[config.mk]
export PLATFORM = sky130hd
export DESIGN_NAME = gmii_rx_frame_ctrl
export DESIGN_NICKNAME = d
export VERILOG_FILES = /design/src/rtl/gmii_rx_frame_ctrl.sv
export SDC_FILE = /design/constraint.sdc
export NUM_CORES = 1
export LEC_CHECK = 0
export BUFFER_PORTS_ARGS = -buffer_cell sky130_fd_sc_hd__buf_2
export CELL_PAD_IN_SITES_DETAIL_PLACEMENT = 2
export CELL_PAD_IN_SITES_GLOBAL_PLACEMENT = 2
export CORE_MARGIN = 8
export CORE_UTILIZATION = 36
export CTS_CLUSTER_SIZE = 24
export DETAILED_ROUTE_END_ITERATION = 8
export GPL_TIMING_DRIVEN = 0
export PLACE_DENSITY_LB_ADDON = 0.05
export REMOVE_ABC_BUFFERS = 1
export SLEW_MARGIN = 20
export SYNTH_ARGS = -nofsm -noshare
export SYNTH_HDL_FRONTEND = slang
export SYNTH_SLANG_ARGS = --single-unit
[constraint.sdc]
create_clock -name gmii_rxc -period 3 [get_ports gmii_rxc]
set_input_delay 0.3 -clock gmii_rxc [delete_from_list [all_inputs] [get_ports gmii_rxc]]
set_output_delay 0.3 -clock gmii_rxc [all_outputs]
set_load 0.05 [all_outputs]
[src/rtl/gmii_rx_frame_ctrl.sv]
// GMII receive framer: strips preamble/SFD, forwards frame bytes as sop/eop,
// checks CRC-32, length and PHY error, and keeps saturating frame/drop counters.
module gmii_rx_frame_ctrl #(
   parameter int MIN_LEN = 64,
   parameter int MAX_LEN = 1518,
   parameter int PRE_MIN = 1,
   parameter int CNT_W   = 16
) (
   input  logic             gmii_rxc,
   input  logic             rst,
   input  logic             gmii_rx_dv,
   input  logic             gmii_rx_err,
   input  logic [7:0]       gmii_rd,
   output logic [7:0]       rx_data,
   output logic             rx_valid,
   output logic             rx_sop,
   output logic             rx_eop,
   output logic             rx_stat_vld,
   output logic             rx_stat_ok,
   output logic             rx_stat_crc_err,
   output logic             rx_stat_len_err,
   output logic             rx_stat_phy_err,
   output logic [15:0]      rx_len,
   output logic [CNT_W-1:0] rx_frame_cnt,
   output logic [CNT_W-1:0] rx_drop_cnt
);

   typedef enum logic [1:0] {IDLE, PRE, DATA, DROP} state_t;

   localparam int            PW        = $clog2(PRE_MIN + 2);
   localparam logic [PW-1:0] PRE_MIN_C = PW'(PRE_MIN);
   localparam logic [15:0]   MIN_C     = 16'(MIN_LEN);
   localparam logic [15:0]   MAX_C     = 16'(MAX_LEN);
   localparam logic [31:0]   CRC_INIT  = 32'hFFFF_FFFF;
   localparam logic [31:0]   RESIDUE   = 32'hC704_DD7B;

   function automatic logic [31:0] crc_byte(input logic [31:0] c,
                                            input logic [7:0]  d);
      logic [31:0] r;
      r = c ^ {24'h0, d};
      for (int i = 0; i < 8; i++)
         r = r[0] ? ((r >> 1) ^ 32'hEDB8_8320) : (r >> 1);
      return r;
   endfunction

   function automatic logic [31:0] rev32(input logic [31:0] v);
      logic [31:0] r;
      for (int i = 0; i < 32; i++)
         r[i] = v[31-i];
      return r;
   endfunction

   state_t            state_q, state_d;
   logic [PW-1:0]     pre_q, pre_d;
   logic [31:0]       crc_q, crc_d;
   logic [15:0]       len_q, len_d;
   logic [7:0]        hold_q, hold_d;
   logic              phy_q, phy_d;
   logic              dv_q;

   logic [7:0]        data_q, data_d;
   logic              valid_q, valid_d;
   logic              sop_q, sop_d;
   logic              eop_q, eop_d;
   logic              svld_q, svld_d;
   logic              sok_q, sok_d;
   logic              scrc_q, scrc_d;
   logic              slen_q, slen_d;
   logic              sphy_q, sphy_d;
   logic [15:0]       rxlen_q, rxlen_d;
   logic [CNT_W-1:0]  fcnt_q, fcnt_d;
   logic [CNT_W-1:0]  dcnt_q, dcnt_d;

   logic              emit, last, drop_inc, crc_bad, len_bad;

   always_comb begin
      state_d  = state_q;
      pre_d    = pre_q;
      crc_d    = crc_q;
      len_d    = len_q;
      hold_d   = hold_q;
      phy_d    = phy_q;
      data_d   = data_q;
      valid_d  = 1'b0;
      sop_d    = 1'b0;
      eop_d    = 1'b0;
      svld_d   = 1'b0;
      sok_d    = sok_q;
      scrc_d   = scrc_q;
      slen_d   = slen_q;
      sphy_d   = sphy_q;
      rxlen_d  = rxlen_q;
      fcnt_d   = fcnt_q;
      dcnt_d   = dcnt_q;
      emit     = 1'b0;
      last     = 1'b0;
      drop_inc = 1'b0;
      crc_bad  = 1'b0;
      len_bad  = 1'b0;

      unique case (state_q)
         IDLE: begin
            // dv already high when reset released: wait for its next rising edge
            if (gmii_rx_dv && dv_q) begin
               state_d = IDLE;
            end else if (gmii_rx_dv && gmii_rd == 8'h55 && !gmii_rx_err) begin
               state_d = PRE;
               pre_d   = PW'(1);
            end else if (gmii_rx_dv || gmii_rx_err) begin
               state_d  = DROP;
               drop_inc = 1'b1;
            end
         end
         PRE: begin
            if (!gmii_rx_dv) begin
               state_d  = IDLE;
               drop_inc = 1'b1;
            end else if (gmii_rx_err) begin
               state_d  = DROP;
               drop_inc = 1'b1;
            end else if (gmii_rd == 8'h55) begin
               if (pre_q != '1)
                  pre_d = pre_q + PW'(1);
            end else if (gmii_rd == 8'hD5 && pre_q >= PRE_MIN_C) begin
               state_d = DATA;
               crc_d   = CRC_INIT;
               len_d   = 16'd0;
               phy_d   = 1'b0;
            end else begin
               state_d  = DROP;
               drop_inc = 1'b1;
            end
         end
         DATA: begin
            if (!gmii_rx_dv) begin
               state_d = IDLE;
               if (len_q == 16'd0) begin
                  drop_inc = 1'b1;
               end else begin
                  emit    = 1'b1;
                  last    = 1'b1;
                  // register is LSB-first; residue is quoted MSB-first
                  crc_bad = (rev32(crc_q) != RESIDUE);
                  len_bad = (len_q < MIN_C);
               end
            end else if (len_q == MAX_C) begin
               state_d = DROP;
               emit    = 1'b1;
               last    = 1'b1;
               len_bad = 1'b1;
            end else begin
               crc_d  = crc_byte(crc_q, gmii_rd);
               len_d  = len_q + 16'd1;
               hold_d = gmii_rd;
               phy_d  = phy_q | gmii_rx_err;
               emit   = (len_q != 16'd0);
            end
         end
         DROP: begin
            if (!gmii_rx_dv)
               state_d = IDLE;
         end
         default: state_d = IDLE;
      endcase

      if (emit) begin
         valid_d = 1'b1;
         data_d  = hold_q;
         sop_d   = (len_q == 16'd1);
         eop_d   = last;
      end
      if (last) begin
         svld_d  = 1'b1;
         scrc_d  = crc_bad;
         slen_d  = len_bad;
         sphy_d  = phy_q;
         sok_d   = !(crc_bad || len_bad || phy_q);
         rxlen_d = len_q;
         if (fcnt_q != '1)
            fcnt_d = fcnt_q + 1'b1;
      end
      if (drop_inc && dcnt_q != '1)
         dcnt_d = dcnt_q + 1'b1;
   end

   always_ff @(posedge gmii_rxc) begin
      if (rst) begin
         state_q <= IDLE;
         pre_q   <= '0;
         crc_q   <= CRC_INIT;
         len_q   <= 16'd0;
         hold_q  <= 8'd0;
         phy_q   <= 1'b0;
         dv_q    <= gmii_rx_dv;
         data_q  <= 8'd0;
         valid_q <= 1'b0;
         sop_q   <= 1'b0;
         eop_q   <= 1'b0;
         svld_q  <= 1'b0;
         sok_q   <= 1'b0;
         scrc_q  <= 1'b0;
         slen_q  <= 1'b0;
         sphy_q  <= 1'b0;
         rxlen_q <= 16'd0;
         fcnt_q  <= '0;
         dcnt_q  <= '0;
      end else begin
         state_q <= state_d;
         pre_q   <= pre_d;
         crc_q   <= crc_d;
         len_q   <= len_d;
         hold_q  <= hold_d;
         phy_q   <= phy_d;
         dv_q    <= gmii_rx_dv;
         data_q  <= data_d;
         valid_q <= valid_d;
         sop_q   <= sop_d;
         eop_q   <= eop_d;
         svld_q  <= svld_d;
         sok_q   <= sok_d;
         scrc_q  <= scrc_d;
         slen_q  <= slen_d;
         sphy_q  <= sphy_d;
         rxlen_q <= rxlen_d;
         fcnt_q  <= fcnt_d;
         dcnt_q  <= dcnt_d;
      end
   end

   assign rx_data         = data_q;
   assign rx_valid        = valid_q;
   assign rx_sop          = sop_q;
   assign rx_eop          = eop_q;
   assign rx_stat_vld     = svld_q;
   assign rx_stat_ok      = sok_q;
   assign rx_stat_crc_err = scrc_q;
   assign rx_stat_len_err = slen_q;
   assign rx_stat_phy_err = sphy_q;
   assign rx_len          = rxlen_q;
   assign rx_frame_cnt    = fcnt_q;
   assign rx_drop_cnt     = dcnt_q;

endmodule

Word-level counts from Yosys, hierarchy flattened
Index checks and enable logic that the tools add are counted.
{ "totals": {"reg_bits": 126, "inputBits": 12, "out_inout_bits": 64, "word_cells": 155} }
{ "classes": {"n_addsub": 4, "n_lt_le_gt_ge": 2, "eq_ne": 25, "mux": 72, "bitwise": 12, "reduce_logical": 21} }
{ "ops": {"columns": ["op", "count"], "rows": [
  ["$mux W32", 14],
  ["$not A13 Y14", 8],
  ["$mux W16", 6],
  ["$pmux W32 S2", 1],
  ["$add A16 B1 Y16 const B", 3],
  ["$ne A16 B16 Y1 const B", 2],
  ["$ne A32 B32 Y1 const B", 1],
  ["$pmux W16 S2", 1],
  ["$xor A32 B8 Y32", 1],
  ["$mux W1", 31],
  ["$mux W2", 15],
  ["$ne A2 B2 Y1 const B", 12],
  ["$eq A16 B1 Y1 const B", 1],
  ["$eq A16 B11 Y1 const B", 1],
  ["$logic_not A16 Y1", 1],
  ["$lt A16 B7 Y1 const B", 1],
  ["$reduce_bool A16 Y1", 1],
  ["$reduce_and A7 Y1", 2],
  ["$eq A8 B7 Y1 const B", 1],
  ["$eq A8 B8 Y1 const B", 1],
  ["$ne A4 B4 Y1 const B", 2],
  ["$pmux W2 S4", 1],
  ["$logic_and A1 B1 Y1", 5],
  ["$eq A2 B2 Y1 const B", 2],
  ["17 further kinds", 22]
]} }

Longest topological paths before layout
{ "depth": {"ltp_word": 20, "ltp_mapped": 11, "mapped_depth_nobuf": 8} }

Worst setup path after synthesis
Ideal clock, no wire load.
{ "synth_timing": {"path_kind": "register to register", "from": "register fcnt_q[3], in the netlist rx_frame_cnt[3]", "to": "register fcnt_q[1], in the netlist rx_frame_cnt[1]", "setup_ps": 128, "arrival_ps": 2277, "t_required_ps": 2872, "path_slack_ps": 595, "path_stages_with_launch": 9, "n_path_buf": 2, "period_less_slack_ps": 2405, "path_cell_list": "dfxtp_1 > and4_1 > nand4_1 > or3_1 > nand3b_4 > buf_6 > buf_2 > mux2i_1 > nor2_1"} }
{ "synth_between": {"elab_chain_cells": 2} }
{ "synth_lines": {"columns": ["element", "line_no", "rtl"], "rows": [
  ["from (decl)", "71", "logic [CNT_W-1:0] fcnt_q, fcnt_d;"],
  ["from (signal assigned)", "225", "fcnt_q <= fcnt_d;"],
  ["$ne A16 B16 Y1", "179", "if (fcnt_q != '1)"],
  ["$reduce_and A2 Y1 (no line)", null, null]
]} }
No other way between the ends.
A chain may end at the register's enable or synchronous reset.

Worst setup path in the final report
{ "layout_timing": {"from": "register state_q[1]", "to": "register dcnt_q[14], in the netlist rx_drop_cnt[14]"} }
{ "layout_between": {"elab_chain_cells": 3, "elab_cells_between_ends": 5, "classes_between": "eq/ne: 2; mux: 1; reduce/logical: 2"} }
{ "layout_lines": {"columns": ["element", "line_no", "rtl"], "rows": [
  ["from (decl)", "53", "state_t state_q, state_d;"],
  ["from (signal assigned)", "208", "state_q <= state_d;"],
  ["$eq A2 B2 Y1, or another cell as far along", "101", "unique case (state_q)"],
  ["$pmux W1 S3 *", "101", null],
  ["$logic_and A1 B1 Y1 *", "182", "if (drop_inc && dcnt_q != '1)"],
  ["to (signal assigned)", "226", "dcnt_q <= dcnt_d;"],
  ["to (decl)", "72", "logic [CNT_W-1:0] dcnt_q, dcnt_d;"]
]} }
Mark *: on every way between the ends. The rest lies on a longest branch, timed or not.

==> run_results.csv <==
group,metric,value,unit
route,drcViolationCount,0,
worst_setup_path,cp-end-kind,"register",
worst_setup_path,rrSetupSlack,0.22,ns
sta,fin_crit,2.78,ns
job,cap_violations,0,
status,status,"complete, no violations",
pwr,ir_drop,0.000395,V
clock_tree,cts_tree,"yes",
route,dr.pass1.iters,6,
floorplan,die_area,0.0216,mm^2
route,routed_wl,19.3,mm
yosys,synth-seq-cells,126,
worst_setup_path,required,3.35,ns
hold_path,worstHoldStart,"gmii_rx_dv",
worst_setup_path,path_max_fanout,17,
sta,holdWs,0.156,ns
global_routing,grt_max_degree,56,
yosys,post-synth-top-area-fraction,0.408,
placed_design,io_buffers,75,
placed_design,placed_area,0.00679,mm^2
clock_tree,cts_made_buffers,17,
sta,report.final.slew_viol_count,0,
floorplan,io_pins,76,
sta,tightest_slew,1.12,ns
sta,slew_headroom,0.250,
final_layout,num-nets-final,784,
final_layout,final_layout_size_suffix_gt1_frac,0.171,
worst_setup_path,path_delay_family,"simple AND/OR/NAND/NOR gates",
worst_setup_path,slowest_delay,0.61,ns
route,vias,5300,
worst_setup_path,path_class,"register to register",
floorplan,coreArea,0.0171,mm^2
worst_setup_path,startpoint,"state_q[1]",
sta,rsz0062_at_grt,"false",
worst_setup_path,path_buf_inv,0,
worst_setup_path,cp-start-kind,"register",
final_layout,final_common_cell,"dfxtp_1",
yosys,synth_edf_count,0,
worst_setup_path,r2r_start,"state_q[1]",
worst_setup_path,crit_path_top_delay_cell,"or4_1",
placed_design,dpl_worst_slack,0.0949,ns
global_routing,first_global_vias,5952,
route,drt_iter0_drc,149,
floorplan,die_h,147,um
yosys,synth.area.top_cells,"dfxtp_1, xnor2_1, nor2_1, mux2i_1, nand2_1",
route,wire_per_inst,19.2,um
hold_path,min_to,"dv_q",
yosys,synth_top_flop_cell,"dfxtp_1",
placed_design,gp_congestion,0.838,
yosys,post_synth_instance_area,0.00619,mm^2
route,detail-route-antenna-nets,0,
hold_path,whs_path_depth,1,
yosys,async_flop_share,0,
sta,timing.final.ws_setup,0.222,ns
sta,hold_violations,0,
sta,fin_setup_tns,0,ns
worst_setup_path,timing.reg2reg.worst_path_depth,5,
clock_tree,cts_max_path_buffers,2,
global_routing,track_usage,0.183,
floorplan,die_x,147,um
sta,max_freq,0.360,GHz
global_routing,antenna_found_initial,1,
final_layout,design_area,0.00739,mm^2
clock_tree,clkLatencyLatePin,0.42,ns
floorplan,rows,48,
clock_tree,ctsHtreeMaxLevel,4,
sta,clock_skew,0.00799,ns
sta,setup_violations,0,
pwr,total_power,4440,uW
pwr,power.density,601,mW/mm^2
floorplan,start_util,0.363,
sta,period_share,0.926,
clock_tree,cts_root_buffer,"clkbuf_16",
yosys,syn_area_per_cell,8.84,um^2
worst_setup_path,cp.arrival,3.13,ns
yosys,yosys.cell_types.count,68,
yosys,synth-seq-area-share,0.408,
final_layout,final_cell_mix,"dfxtp_1, nor2_1, buf_2",
yosys,synth_area_leader_cell,"dfxtp_1",
final_layout,syn_to_final_growth,19.4,%
hold_path,hold_path.class,"input port to register",
worst_setup_path,reg2reg_to,"rx_drop_cnt[14]",
pwr,p_leak,0.00286,uW
clock_tree,clk_pin_slew_worst_paths,0.05,ns
yosys,synthCells,700,
global_routing,grt_pass1_wl,31.9,mm
clock_tree,cts_sinks,126,
route,viasPerCell,5.29,
yosys,ys.warnings.count,0,
placed_design,dp_hpwl,13.5,mm
global_routing,grt_overflow,0,
worst_setup_path,worstPathCellList,"nand2b_1, nor3_2, o21ai_1, or4_1, a21oi_1",
cell families (layout without fill, tap and decap cells):
logic type / Yosys count / after routing / share of synthesized area
adder cells (fa/ha/maj): 8 / 8 / 0.0162
AND/OR/NAND/NOR: 291 / 291 / 0.247
AO/OA/AOI/OAI: 113 / 113 / 0.108
buffers and inverters: 46 / 122 / 0.0326
XOR/XNOR: 88 / 88 / 0.143
flip-flops: 126 / 126 / 0.408
other: 0 / 1 / 0
multiplexers: 28 / 28 / 0.0455
flip-flops by register name (all words and copies together) (netlist names), 2 cells and up:
register,cells
rx_data,8
state_q,2
len_q,16
rx_drop_cnt,16
rx_frame_cnt,16
crc_q,32
hold_q,8
rx_len,16
pre_q,2
report_power, final:
part	internal [uW]	total, uW	switching, uW
clock network	1360	2100	735
registers	1710	1760	45.1
logic	224	590	366
routing by layer:
layer  share of wire  vias to the layer above  track usage
met5               0                        -            0
met3           0.031                       19       0.0428
met1            0.43                     2635        0.212
met2            0.52                       57        0.325
li1                -                     2589            -
met4           0.013                        0       0.0576
area by class of cell:
class | count | area, um^2
clock inverters | 7 | 110
fillers | 1902 | 9670
flip-flops and latches | 126 | 2520
clock buffers | 24 | 482
multi-input cells | 528 | 3480
inverters | 13 | 48.8
repair buffers | 78 | 460
well taps | 225 | 282
diodes | 1 | 2.50
cell usage after synthesis (2+ instances only):
cell type / n
or4b_1: 2
inv_1: 12
a41o_1: 2
nor4_1: 7
and3b_1: 2
o211ai_1: 3
and2_1: 2
clkbuf_1: 20
buf_4: 3
o31ai_1: 8
or4_1: 9
nor2_1: 93
xor2_2: 2
nand3_1: 16
xor2_1: 21
o21ai_1: 2
a311oi_1: 3
and3_1: 10
xnor2_2: 4
and4_1: 6
or3_1: 18
xnor2_1: 57
mux2i_1: 27
ha_1: 8
buf_2: 7
o22ai_1: 9
nor3_1: 24
or2_2: 3
nor4bb_1: 3
nor3b_1: 2
a21oi_1: 40
dfxtp_1: 126
nand4_1: 15
nor2b_1: 5
xnor2_4: 2
o21ai_0: 36
nand2b_1: 2
nand2_1: 56
nand4b_1: 4
how the worst max path moves through the flow:
stage / slack [ns] / end / cells after the start
detailed placement: 0.09 / rx_drop_cnt[14] / 6
floorplan: 0.52 / rx_frame_cnt[14] / 6
global placement: -0.96 / len_q[0] / 4
CTS: 0.06 / rx_stat_ok / 6
global route: 0.005 / rx_drop_cnt[14] / 5
finish: 0.22 / rx_drop_cnt[14] / 5
per-stage QoR:
| stage | util | instances |
|---|---|---|
| floorplan | - | 667 |
| global placement | 0.392 | 967 |
| detailed placement | 0.398 | 970 |
| CTS | 0.433 | 1001 |
| global route | 0.433 | 1002 |
| finish | 0.433 | 1002 |
repair_timing:
action                                 4_1_cts  5_1_grt
setup buffers                                0        0
setup endpoints to repair                    0       16
endpoints found under the hold margin        0        0
hold buffers                                 0        0
resized for setup                            0        1
worst reg2reg max path: cells and delay by family (launching register included):
| family | cells | cell delay (ns) |
|---|---|---|
| simple gates | 3 | 1.66 |
| flops | 1 | 0.50 |
| compound gates | 2 | 0.56 |
No activity file was read; power rests on OpenSTA's default activity.
